**config.mk**
```make
export PLATFORM = sky130hd
export DESIGN_NAME = dm_arbiter
export DESIGN_NICKNAME = d
export VERILOG_FILES = /design/src/rtl/dm_arb_pkg.sv /design/src/rtl/dm_arb_pick.sv /design/src/rtl/dm_arbiter.sv
export SDC_FILE = /design/constraint.sdc
export NUM_CORES = 1
export LEC_CHECK = 0
export ABC_AREA = 1
export CORE_AREA = 5 5 100 173
export DETAILED_ROUTE_END_ITERATION = 12
export DIE_AREA = 0 0 105 178
export MAX_ROUTING_LAYER = met4
export PLACE_DENSITY = 0.72
export SLEW_MARGIN = 40
export SYNTH_ARGS = -nofsm -noshare
export SYNTH_HDL_FRONTEND = slang
export SYNTH_SLANG_ARGS = --single-unit
export TNS_END_PERCENT = 10
```
**constraint.sdc**
```tcl
create_clock -name clk -period 2.06 [get_ports clk]
set_clock_uncertainty 0.1 [all_clocks]
set_input_delay 0.412 -clock clk [delete_from_list [all_inputs] [get_ports clk]]
set_output_delay 0.412 -clock clk [all_outputs]
set_load 0.01 [all_outputs]
```
**src/rtl/dm_arb_pkg.sv**
```systemverilog
// Shared types and constants for the two-master data-memory arbiter.
// State encoding, master indices and burst counter width live here.
package dm_arb_pkg;

  typedef enum logic [1:0] {
    IDLE   = 2'd0,
    ACCESS = 2'd1,
    ACK    = 2'd2
  } state_t;

  localparam logic M0 = 1'b0;
  localparam logic M1 = 1'b1;

  localparam int BURST_W = 4;

endpackage

```
**src/rtl/dm_arb_pick.sv**
```systemverilog
// Combinational winner selection: round-robin with a bounded burst allowance.
// The last owner keeps winning a tie until it has used MAX_BURST grants in a row.
module dm_arb_pick
  import dm_arb_pkg::*;
#(
  parameter int MAX_BURST = 4
) (
  input  logic               m0_req,
  input  logic               m1_req,
  input  logic               owner,
  input  logic [BURST_W-1:0] burst_cnt,
  output logic               grant_valid,
  output logic               winner
);

  localparam logic [BURST_W-1:0] BURST_MAX = BURST_W'(MAX_BURST);

  always_comb begin
    grant_valid = m0_req | m1_req;
    winner      = M0;
    if (m0_req && m1_req) begin
      winner = (burst_cnt < BURST_MAX) ? owner : ~owner;
    end else if (m1_req) begin
      winner = M1;
    end
  end

endmodule

```
**src/rtl/dm_arbiter.sv**
```systemverilog
// Two-master arbiter and IDLE -> ACCESS -> ACK sequencer for the 4 KB data memory.
// Handshake: a master raises req with a stable command and holds both until its
//   one-cycle ack; ack and rdata are valid together; a req seen in IDLE is new.
module dm_arbiter
  import dm_arb_pkg::*;
#(
  parameter int MAX_BURST = 4
) (
  input  logic               clk,
  input  logic               clr_n,
  input  logic               m0_req,
  input  logic               m0_we,
  input  logic               m0_byte,
  input  logic [31:0]        m0_addr,
  input  logic [31:0]        m0_wdata,
  output logic               m0_ack,
  output logic [31:0]        m0_rdata,
  input  logic               m1_req,
  input  logic               m1_we,
  input  logic               m1_byte,
  input  logic [31:0]        m1_addr,
  input  logic [31:0]        m1_wdata,
  output logic               m1_ack,
  output logic [31:0]        m1_rdata,
  output logic [31:0]        dm_addr,
  output logic [31:0]        dm_din,
  output logic               dm_wr,
  output logic               dm_byte,
  input  logic [31:0]        dm_dout,
  output logic               busy,
  output logic               owner,
  output state_t             fsm_state,
  output logic [BURST_W-1:0] burst_cnt
);

  localparam logic [BURST_W-1:0] BURST_MAX = BURST_W'(MAX_BURST);

  state_t      state;
  state_t      state_nxt;
  logic        grant_valid;
  logic        winner;
  logic        sel_we;
  logic        sel_byte;
  logic [31:0] sel_addr;
  logic [31:0] sel_wdata;

  dm_arb_pick #(
    .MAX_BURST (MAX_BURST)
  ) u_pick (
    .m0_req      (m0_req),
    .m1_req      (m1_req),
    .owner       (owner),
    .burst_cnt   (burst_cnt),
    .grant_valid (grant_valid),
    .winner      (winner)
  );

  always_ff @(posedge clk or negedge clr_n) begin
    if (!clr_n) begin
      state <= IDLE;
    end else begin
      state <= state_nxt;
    end
  end

  always_comb begin
    state_nxt = state;
    case (state)
      IDLE:    if (grant_valid) state_nxt = ACCESS;
      ACCESS:  state_nxt = ACK;
      ACK:     state_nxt = IDLE;
      default: state_nxt = IDLE;
    endcase
  end

  // The owner's command is muxed only in ACCESS; the bus reads as zero otherwise.
  always_comb begin
    sel_we    = (owner == M1) ? m1_we    : m0_we;
    sel_byte  = (owner == M1) ? m1_byte  : m0_byte;
    sel_addr  = (owner == M1) ? m1_addr  : m0_addr;
    sel_wdata = (owner == M1) ? m1_wdata : m0_wdata;
  end

  always_comb begin
    busy    = 1'b0;
    m0_ack  = 1'b0;
    m1_ack  = 1'b0;
    dm_wr   = 1'b0;
    dm_byte = 1'b0;
    dm_addr = 32'h0;
    dm_din  = 32'h0;
    case (state)
      ACCESS: begin
        busy    = 1'b1;
        dm_wr   = sel_we;
        dm_byte = sel_byte;
        dm_addr = sel_addr;
        dm_din  = sel_wdata;
      end
      ACK: begin
        busy   = 1'b1;
        m0_ack = (owner == M0);
        m1_ack = (owner == M1);
      end
      default: ;
    endcase
  end

  // owner/burst_cnt reset so that master 0 wins the first tie.
  always_ff @(posedge clk or negedge clr_n) begin
    if (!clr_n) begin
      owner     <= M1;
      burst_cnt <= BURST_MAX;
      m0_rdata  <= 32'h0;
      m1_rdata  <= 32'h0;
    end else begin
      if (state == IDLE && grant_valid) begin
        owner <= winner;
        if (winner != owner) begin
          burst_cnt <= BURST_W'(1);
        end else if (burst_cnt < BURST_MAX) begin
          burst_cnt <= burst_cnt + BURST_W'(1);
        end else begin
          burst_cnt <= BURST_MAX;
        end
      end
      if (state == ACCESS) begin
        if (owner == M1) m1_rdata <= dm_dout;
        else             m0_rdata <= dm_dout;
      end
    end
  end

  assign fsm_state = state;

endmodule

```
Word level (Yosys, flattened, before mapping) --
Index checks and enable logic that the tools add are counted.
Word-level totals: register bits after elaboration 71, input port bits 168, output and inout bits 140, word-level logic and storage cells 37
Operators by class: $add $sub $neg 1, $lt $le $gt $ge 1, eq/ne operators 4, muxes and demuxes 18, bitwise operators 2, reduce and logical (&&, ||, !) cells 6
Operators with widths (number):
- 32-bit 2-to-1 mux | 4
- 1-bit 2-to-1 mux | 10
- 4-bit 2-to-1 mux | 2
- 4-bit by 1-bit adder with 4-bit output (second input constant) | 1
- 4-bit by 3-bit < comparator with 1-bit output (second input constant) | 1
- 2-bit one-hot mux with 2 select lines | 1
- 2-bit AND reduction | 2
- 2-bit by 1-bit == test with 1-bit output (second input constant) | 1
- 2-bit == test (second input constant) | 1
- 1-bit logical AND | 2
- 2-bit zero test | 1
- 2-bit 2-to-1 mux | 1
- 2-bit != test (second input constant) | 1
- 2-bit OR reduction | 1
- 1-bit != test | 1
- 1-bit NOT | 1
- 1-bit OR | 1

Longest topological paths before layout --
Gate-level depths: netlist of run 1.
depth in word-level cells 5, gate-level depth with buffers 8, gate-level depth less buffers 8

Modules after synthesis --
Synthesis of run 1 repeated with hierarchy kept, for this count alone.
Unflattened totals: cell total of the unflattened synthesis 532, area total of the unflattened synthesis 4135.2 um^2
Modules (own cells, without submodules):
- dm_arbiter | instances 1, cells an instance 521, area an instance 4090.2 um^2, sequential area each 1779.2 um^2
- dm_arb_pick | instances 1, cells an instance 11, area an instance 45.0 um^2, sequential area each 0.0 um^2

Worst setup path before layout of run 1 --
OpenSTA, ideal clock, no wires.
path kind register to output, start point register state[1], in the netlist fsm_state[1], end point output dm_din[17], arrival time 1327 ps, required time 1548 ps, slack 221 ps, cell stages (with the launch flop) 8, path buffers 3, path through dfrtp_1 > inv_1 > ha_1 > buf_4 > buf_4 > buf_2 > nand3_1 > nand2_1
Between the ends: word-level cells in the longest chain between the ends 2
Ends and longest elaborated chain:
- start: declaration | line dm_arbiter.sv:38 | state_t state;
- start signal: assignment | line dm_arbiter.sv:62 | state <= state_nxt;
- 2-bit by 1-bit == test with 1-bit output | line dm_arbiter.sv:92 | case (state)
- 32-bit 2-to-1 mux | line dm_arbiter.sv:92
- end: declaration | line dm_arbiter.sv:26 | output logic [31:0] dm_din,
Every way passes these cells.

Worst setup path in the final report of run 1 --
start point register state[1], in the netlist fsm_state[1], end point output dm_din[26]
Same word-level chain as after synthesis.

==> flow_summary_export.csv, run 1 <==
group,metric,value,unit
die,start_util,24.56,%
yosys,syn_inst,522,
placement,pre_cts_ws,-0.1567,ns
yosys,ys_seq_area_share,46.08,%
drt,drtIter0Drc,263,
global_routing,grt-busiest-layer,"met2",
timing,period_minus_slack,2.150,ns
global_routing,met2_usage,32.31,%
yosys,synth_mux_area_share,0,%
critical_path,arrival,1.64,ns
pwr,p_per_area,1439,nW/um^2
yosys,synth_adder_area_share,1.944,%
run,maxCapViolCount,0,
timing,hold_slack,-0.004384,ns
global_routing,use_met3,4.491,%
timing,period_share,104.4,%
timing,report.final.setup_viol,25,
placement,gp_congestion,0.9068,
clock_tree,clockBufferDepth,2,
drt,drc,0,
clock_tree,clk_latency,0.33,ns
critical_path,crit_required,1.55,ns
cells_and_area,fill_cells,1492,
outcome,violations,"hold timing, setup timing",
die,die_area,18690,um^2
cells_and_area,final_nets,1012,
cells_and_area,drive_gt1_share,18.15,%
critical_path,crit_type,"reg2out",
die,io_pins,308,
clock_tree,cts-root-buf,"clkbuf_16",
critical_path,crit_path_max_fanout,9,
global_routing,grt_overflow_total,0,
global_routing,track_usage,18.29,%
yosys,synthXorXnorAreaFrac,0,%
yosys,synth_compound_area_share,9.041,%
global_routing,grt_max_degree,72,
timing,rsz0062_at_grt,"true",
die,die_w,105,um
cells_and_area,fin_cells,1032,
pwr,ir_drop,757.1,uV
cells_and_area,area_growth,102.7,%
drt,ant_nets,0,
global_routing,antenna_found_initial,0,
clock_tree,clk_pin_slew,0.06,ns
yosys,syn_area_per_cell,7.397,um^2
yosys,syn_area,3861,um^2
yosys,synth_cell_types,20,
cells_and_area,multiInputGateArea,1836,um^2
placement,dp_hpwl,12650,um
yosys,synth_top_family_by_area,"simple AND/OR/NAND/NOR gates",
global_routing,grt_pass1_wl,26630,um
timing,hold_viol,1,
timing,setup_ws,-0.08965,ns
timing,max_freq,465.2,MHz
die,num_rows,61,
cells_and_area,final-seq-area,1779,um^2
placement,io_buffer_count,307,
yosys,synth_seq_cells,71,
clock_tree,cts_sinks,71,
yosys,synthSimpleGateAreaFrac,33.64,%
drt,drtPass1Iterations,6,
drt,vias,4767,
drt,routed_wirelength,17380,um
critical_path,critPathCaptureType,"output port",
global_routing,met1_usage,20.31,%
yosys,ys.warnings.count,0,
clock_tree,htreeDepth,3,
placement,placedCellCount,997,
timing,relSlewSlack,73.80,%
hold_path,hold_path_class,"in2async",
timing,slew_violations,0,
die,core_area,15720,um^2
pwr,leakagePower,0.003800,uW
cells_and_area,diodes,0,
clock_tree,numCtsBuffers,9,
outcome,status,"finished, violations left",
yosys,synth_nets,696,
clock_tree,cts_hold_buf,0,
die,dieHeight,178,um
drt,wl_per_cell,16.84,um
global_routing,grt_pass1_vias,4754,
critical_path,crit_path_start_kind,"flop",
drt,avgViaCountPerCell,4.619,
timing,tns,-1.243,ns
clock_tree,cts_tree,"yes",
timing,worstMarginPinSlew,0.3930,ns
==> cell families (layout without fill, tap and decap cells) <==
kind of cell / Yosys count / after routing
compound gates: 69 / 69
fa+ha+maj: 6 / 6
buf+inv: 82 / 403
flops: 71 / 71
simple gates: 294 / 294
==> synth_stat cells <==
| library cell | number | area [um^2] |
|---|---|---|
| a21oi_1 | 1 | 5.000 |
| buf_2 | 29 | 145.1 |
| buf_4 | 4 | 30.03 |
| clkbuf_1 | 9 | 33.78 |
| dfrtp_1 | 69 | 1727 |
| dfstp_2 | 2 | 52.55 |
| ha_1 | 6 | 75.07 |
| inv_1 | 39 | 146.4 |
| inv_2 | 1 | 3.750 |
| nand2_1 | 145 | 544.3 |
| nand2_2 | 2 | 12.51 |
| nand2_4 | 1 | 11.26 |
| nand3_1 | 137 | 685.7 |
| nand3_2 | 1 | 10.01 |
| nor2_1 | 6 | 22.52 |
| nor3_1 | 1 | 5.000 |
| nor3b_1 | 1 | 7.510 |
| o21ai_0 | 2 | 10.01 |
| o21ai_1 | 65 | 325.3 |
| o21ai_2 | 1 | 8.760 |
==> worst paths after layout <==
| check | startpoint | slack, ns | cells after the start | endpoint |
|---|---|---|---|---|
| worst max-delay path | fsm_state[1] | -0.09 | 8 | dm_din[26] |
| worst min-delay path | clr_n | -0.004 | 2 | m0_rdata[16] |
| worst max register to register | fsm_state[0] | 0.24 | 8 | m1_rdata[25] |
| worst min register to register | m1_rdata[18] | 0.38 | 2 | m1_rdata[18] |
| max in group asynchronous | clr_n | 1.49 | 2 | burst_cnt[2] |
| min in group clk | m1_rdata[18] | 0.38 | 2 | m1_rdata[18] |
==> metal layers <==
| metal | share of wire, % | vias to the layer above |
|---|---|---|
| met4 | 2.6 | 0 |
| met2 | 52 | 239 |
| met5 | 0 | - |
| met3 | 7.5 | 26 |
| li1 | - | 2360 |
| met1 | 38 | 2142 |
==> cell type report <==
type	count	area share, %
Timing Repair Buffer	347	45.06
Multi-Input combinational cell	369	23.45
Sequential cell	71	22.73
Tap cell	189	3.021
Clock buffer	10	2.925
Inverter	40	1.918
Clock inverter	6	0.8951
==> where the power goes <==
group,internal [uW],switching [uW]
combinational,3760,3480
sequential,2090,387
clock,946,600
total,6800,4460
==> state kept, by name (all words and copies together) (netlist names) <==
name / flops
owner: 1
fsm_state: 2
m1_rdata: 32
m0_rdata: 32
burst_cnt: 4
==> through the flow <==
step / utilization (%) / power, uW / cell area (um^2)
finish: 49.79 / 11260 / 7828
global route: 49.79 / 12070 / 7828
CTS: 49.35 / 11110 / 7759
detailed placement: 46.12 / 9037 / 7252
global placement: 46.12 / 8956 / 7252
floorplan: - / 5353 / 3861
==> critical path: stages, from the launching register on <==
cell and delay, ns:
dfrtp_1 0.38, inv_2 0.08, ha_4 0.18, buf_12 0.15
buf_12 0.12, buf_16 0.12, nand3_1 0.08, nand2_1 0.07
buf_2 0.12
==> what timing repair did <==
item / CTS / global route
pin swaps: 3 / 13
buffers inserted: 8 / 2
gates cloned: 6 / 4
setup endpoints to repair: 70 / 69
resized for setup: 241 / 97
==> layout by cell type, fill, tap and decap left out, drive strengths merged <==
cell type | synthesis | routed
clkdlybuf4s50 | 0 | 235
nand2 | 148 | 148
nand3 | 138 | 138
buf | 33 | 101
dfrtp | 69 | 69
o21ai | 68 | 68
inv | 40 | 41
clkbuf | 9 | 16
nor2 | 6 | 6
ha | 6 | 6
dfstp | 2 | 2
clkinvlp | 0 | 2
clkdlybuf4s15 | 0 | 2
clkinv | 0 | 2
nor3b | 1 | 1
nor3 | 1 | 1
a21oi | 1 | 1
bufinv | 0 | 1
bufbuf | 0 | 1
dlymetal6s2s | 0 | 1
dlygate4sd2 | 0 | 1
Note: power is estimated with default switching activity, not from simulation.
==> inputs of run 2 (changes only) <==
--- a/config.mk
+++ b/config.mk
@@ -9,8 +9,10 @@
 export CORE_AREA = 5 5 100 173
 export DETAILED_ROUTE_END_ITERATION = 12
 export DIE_AREA = 0 0 105 178
+export DONT_BUFFER_PORTS = 1
+export GPL_ROUTABILITY_DRIVEN = 0
 export MAX_ROUTING_LAYER = met4
-export PLACE_DENSITY = 0.72
+export PLACE_DENSITY = 0.47
 export SLEW_MARGIN = 40
 export SYNTH_ARGS = -nofsm -noshare
 export SYNTH_HDL_FRONTEND = slang
==> flow_summary_export.csv, run 2 (synthesis results as in run 1) <==
group,metric,value,unit
run,maxCapViolCount,0,
outcome,violations,"hold timing",
drt,met2_length,7622,um
timing,max_freq,495.0,MHz
clock_tree,clk_latency,0.33,ns
die,core_area,15720,um^2
clock_tree,clk_pin_slew,0.07,ns
pwr,power.total,8441,uW
cells_and_area,final_nets,691,
pwr,p_per_area,1773,nW/um^2
clock_tree,htreeDepth,3,
critical_path,crit_type,"reg2out",
global_routing,grt_max_degree,72,
critical_path,arrival,1.51,ns
global_routing,antenna_found_initial,5,
global_routing,track_usage,14.90,%
timing,slew_violations,0,
pwr,ir_drop,651.0,uV
drt,drc,0,
timing,report.final.setup_viol,0,
placement,dp_hpwl,11260,um
timing,rsz0062_at_grt,"true",
cells_and_area,final_common_cell,"nand3_1",
timing,hold_slack,-0.3312,ns
global_routing,grt_pass1_wl,20960,um
die,io_pins,308,
clock_tree,cts_tree,"yes",
critical_path,crit_path_start_kind,"flop",
pwr,leakagePower,0.002319,uW
drt,avgViaCountPerCell,5.124,
critical_path,critPathCaptureType,"output port",
drt,drtIter0Drc,322,
drt,drtPass1Iterations,4,
hold_path,hold_path_class,"in2async",
critical_path,crit_required,1.55,ns
critical_path,crit_path_max_fanout,4,
drt,wl_per_cell,21.03,um
die,die_area,18690,um^2
outcome,status,"finished, violations left",
cells_and_area,drive_gt1_share,21.84,%
drt,routed_wirelength,15060,um
clock_tree,numCtsBuffers,9,
die,start_util,24.56,%
drt,ant_nets,0,
placement,io_buffer_count,0,
timing,hold_viol,71,
die,num_rows,61,
drt,top_layer,"met4",
drt,wl_met3,1968,um
clock_tree,cts_sinks,71,
clock_tree,cts-root-buf,"clkbuf_16",
global_routing,grt_pass1_vias,3553,
cells_and_area,post-route-util,30.28,%
cells_and_area,reg_top3,"m0_rdata (32), m1_rdata (32), burst_cnt (4)",
timing,worstMarginPinSlew,0.6593,ns
timing,period_minus_slack,2.020,ns
die,die_w,105,um
global_routing,grt_overflow_total,0,
timing,relSlewSlack,56.05,%
cells_and_area,layout_common_cells,"nand3_1 (132), nand2_1 (88), dfrtp_1 (69)",
die,dieHeight,178,um
drt,vias,3669,
timing,period_share,98.07,%
clock_tree,clockBufferDepth,2,
cells_and_area,area_growth,23.30,%
drt,wl_met1,5047,um
-- run 2: cell count changes in the layout (fill, tap and decap cells not counted), sizes merged --
cell and change:
inv +2, bufbuf -1, clkbuf -4, dlymetal6s2s -1, clkdlybuf4s50 -235, clkdlybuf4s15 -2
diode +5, dlygate4sd2 -1, bufinv -1, buf -78
-- run 2: cell type report --
class	instances	area (um^2)
fill	1687	10960
clock buffer	9	225.2
tap	189	236.5
multi-input combinational	369	1903
clock inverter	7	63.81
antenna	5	12.51
timing repair buffer	26	385.4
sequential	71	1779
inverter	40	155.1
-- run 2: final timing paths --
kind,slack (ns),end,cells after the start,from
max in group asynchronous,1.98,owner,0,clr_n
min in group clk,0.12,owner,2,m1_req
max,0.04,dm_addr[31],7,fsm_state[1]
min,-0.33,m1_rdata[14],0,clr_n
max reg2reg,0.27,m1_rdata[1],6,fsm_state[0]
min reg2reg,0.43,burst_cnt[2],2,burst_cnt[2]
-- run 2: critical path, stage by stage, from the launching register on --
cell and delay [ns]:
dfrtp_1 0.39, inv_2 0.08, ha_4 0.16, buf_4 0.12, buf_12 0.10, buf_4 0.12, nand3_1 0.09, nand2_2 0.12
-- run 2: where the power goes --
group          leakage (uW)  internal [uW]  switching [uW]
Clock              0.000136            841             663
Sequential         0.000869           2100             889
Combinational       0.00131           1500            2450
-- run 2: per-layer routing --
layer,vias up,track usage [%]
met5,-,-
met4,0,5.760
met3,20,7.678
met2,254,25.16
met1,1683,14.46
li1,1712,-
-- run 2: per-stage QoR --
stage	instances	setup TNS, ns	cell area [um^2]	setup slack [ns]
after floorplan	522	0	3861	0.2214
after global placement	681	0	4054	0.1332
after detailed placement	681	0	4054	0.09590
after CTS	704	-0.03067	4496	-0.02142
after global routing	716	-0.6672	4761	-0.03387
final	716	0	4761	0.03984
-- run 2: what timing repair did --
action	CTS	global route
setup endpoints to repair	64	66
gates resized for setup	23	56
pin swaps	3	10
hold endpoints to repair	71	71
gates cloned	1	4
buffers inserted	6	4
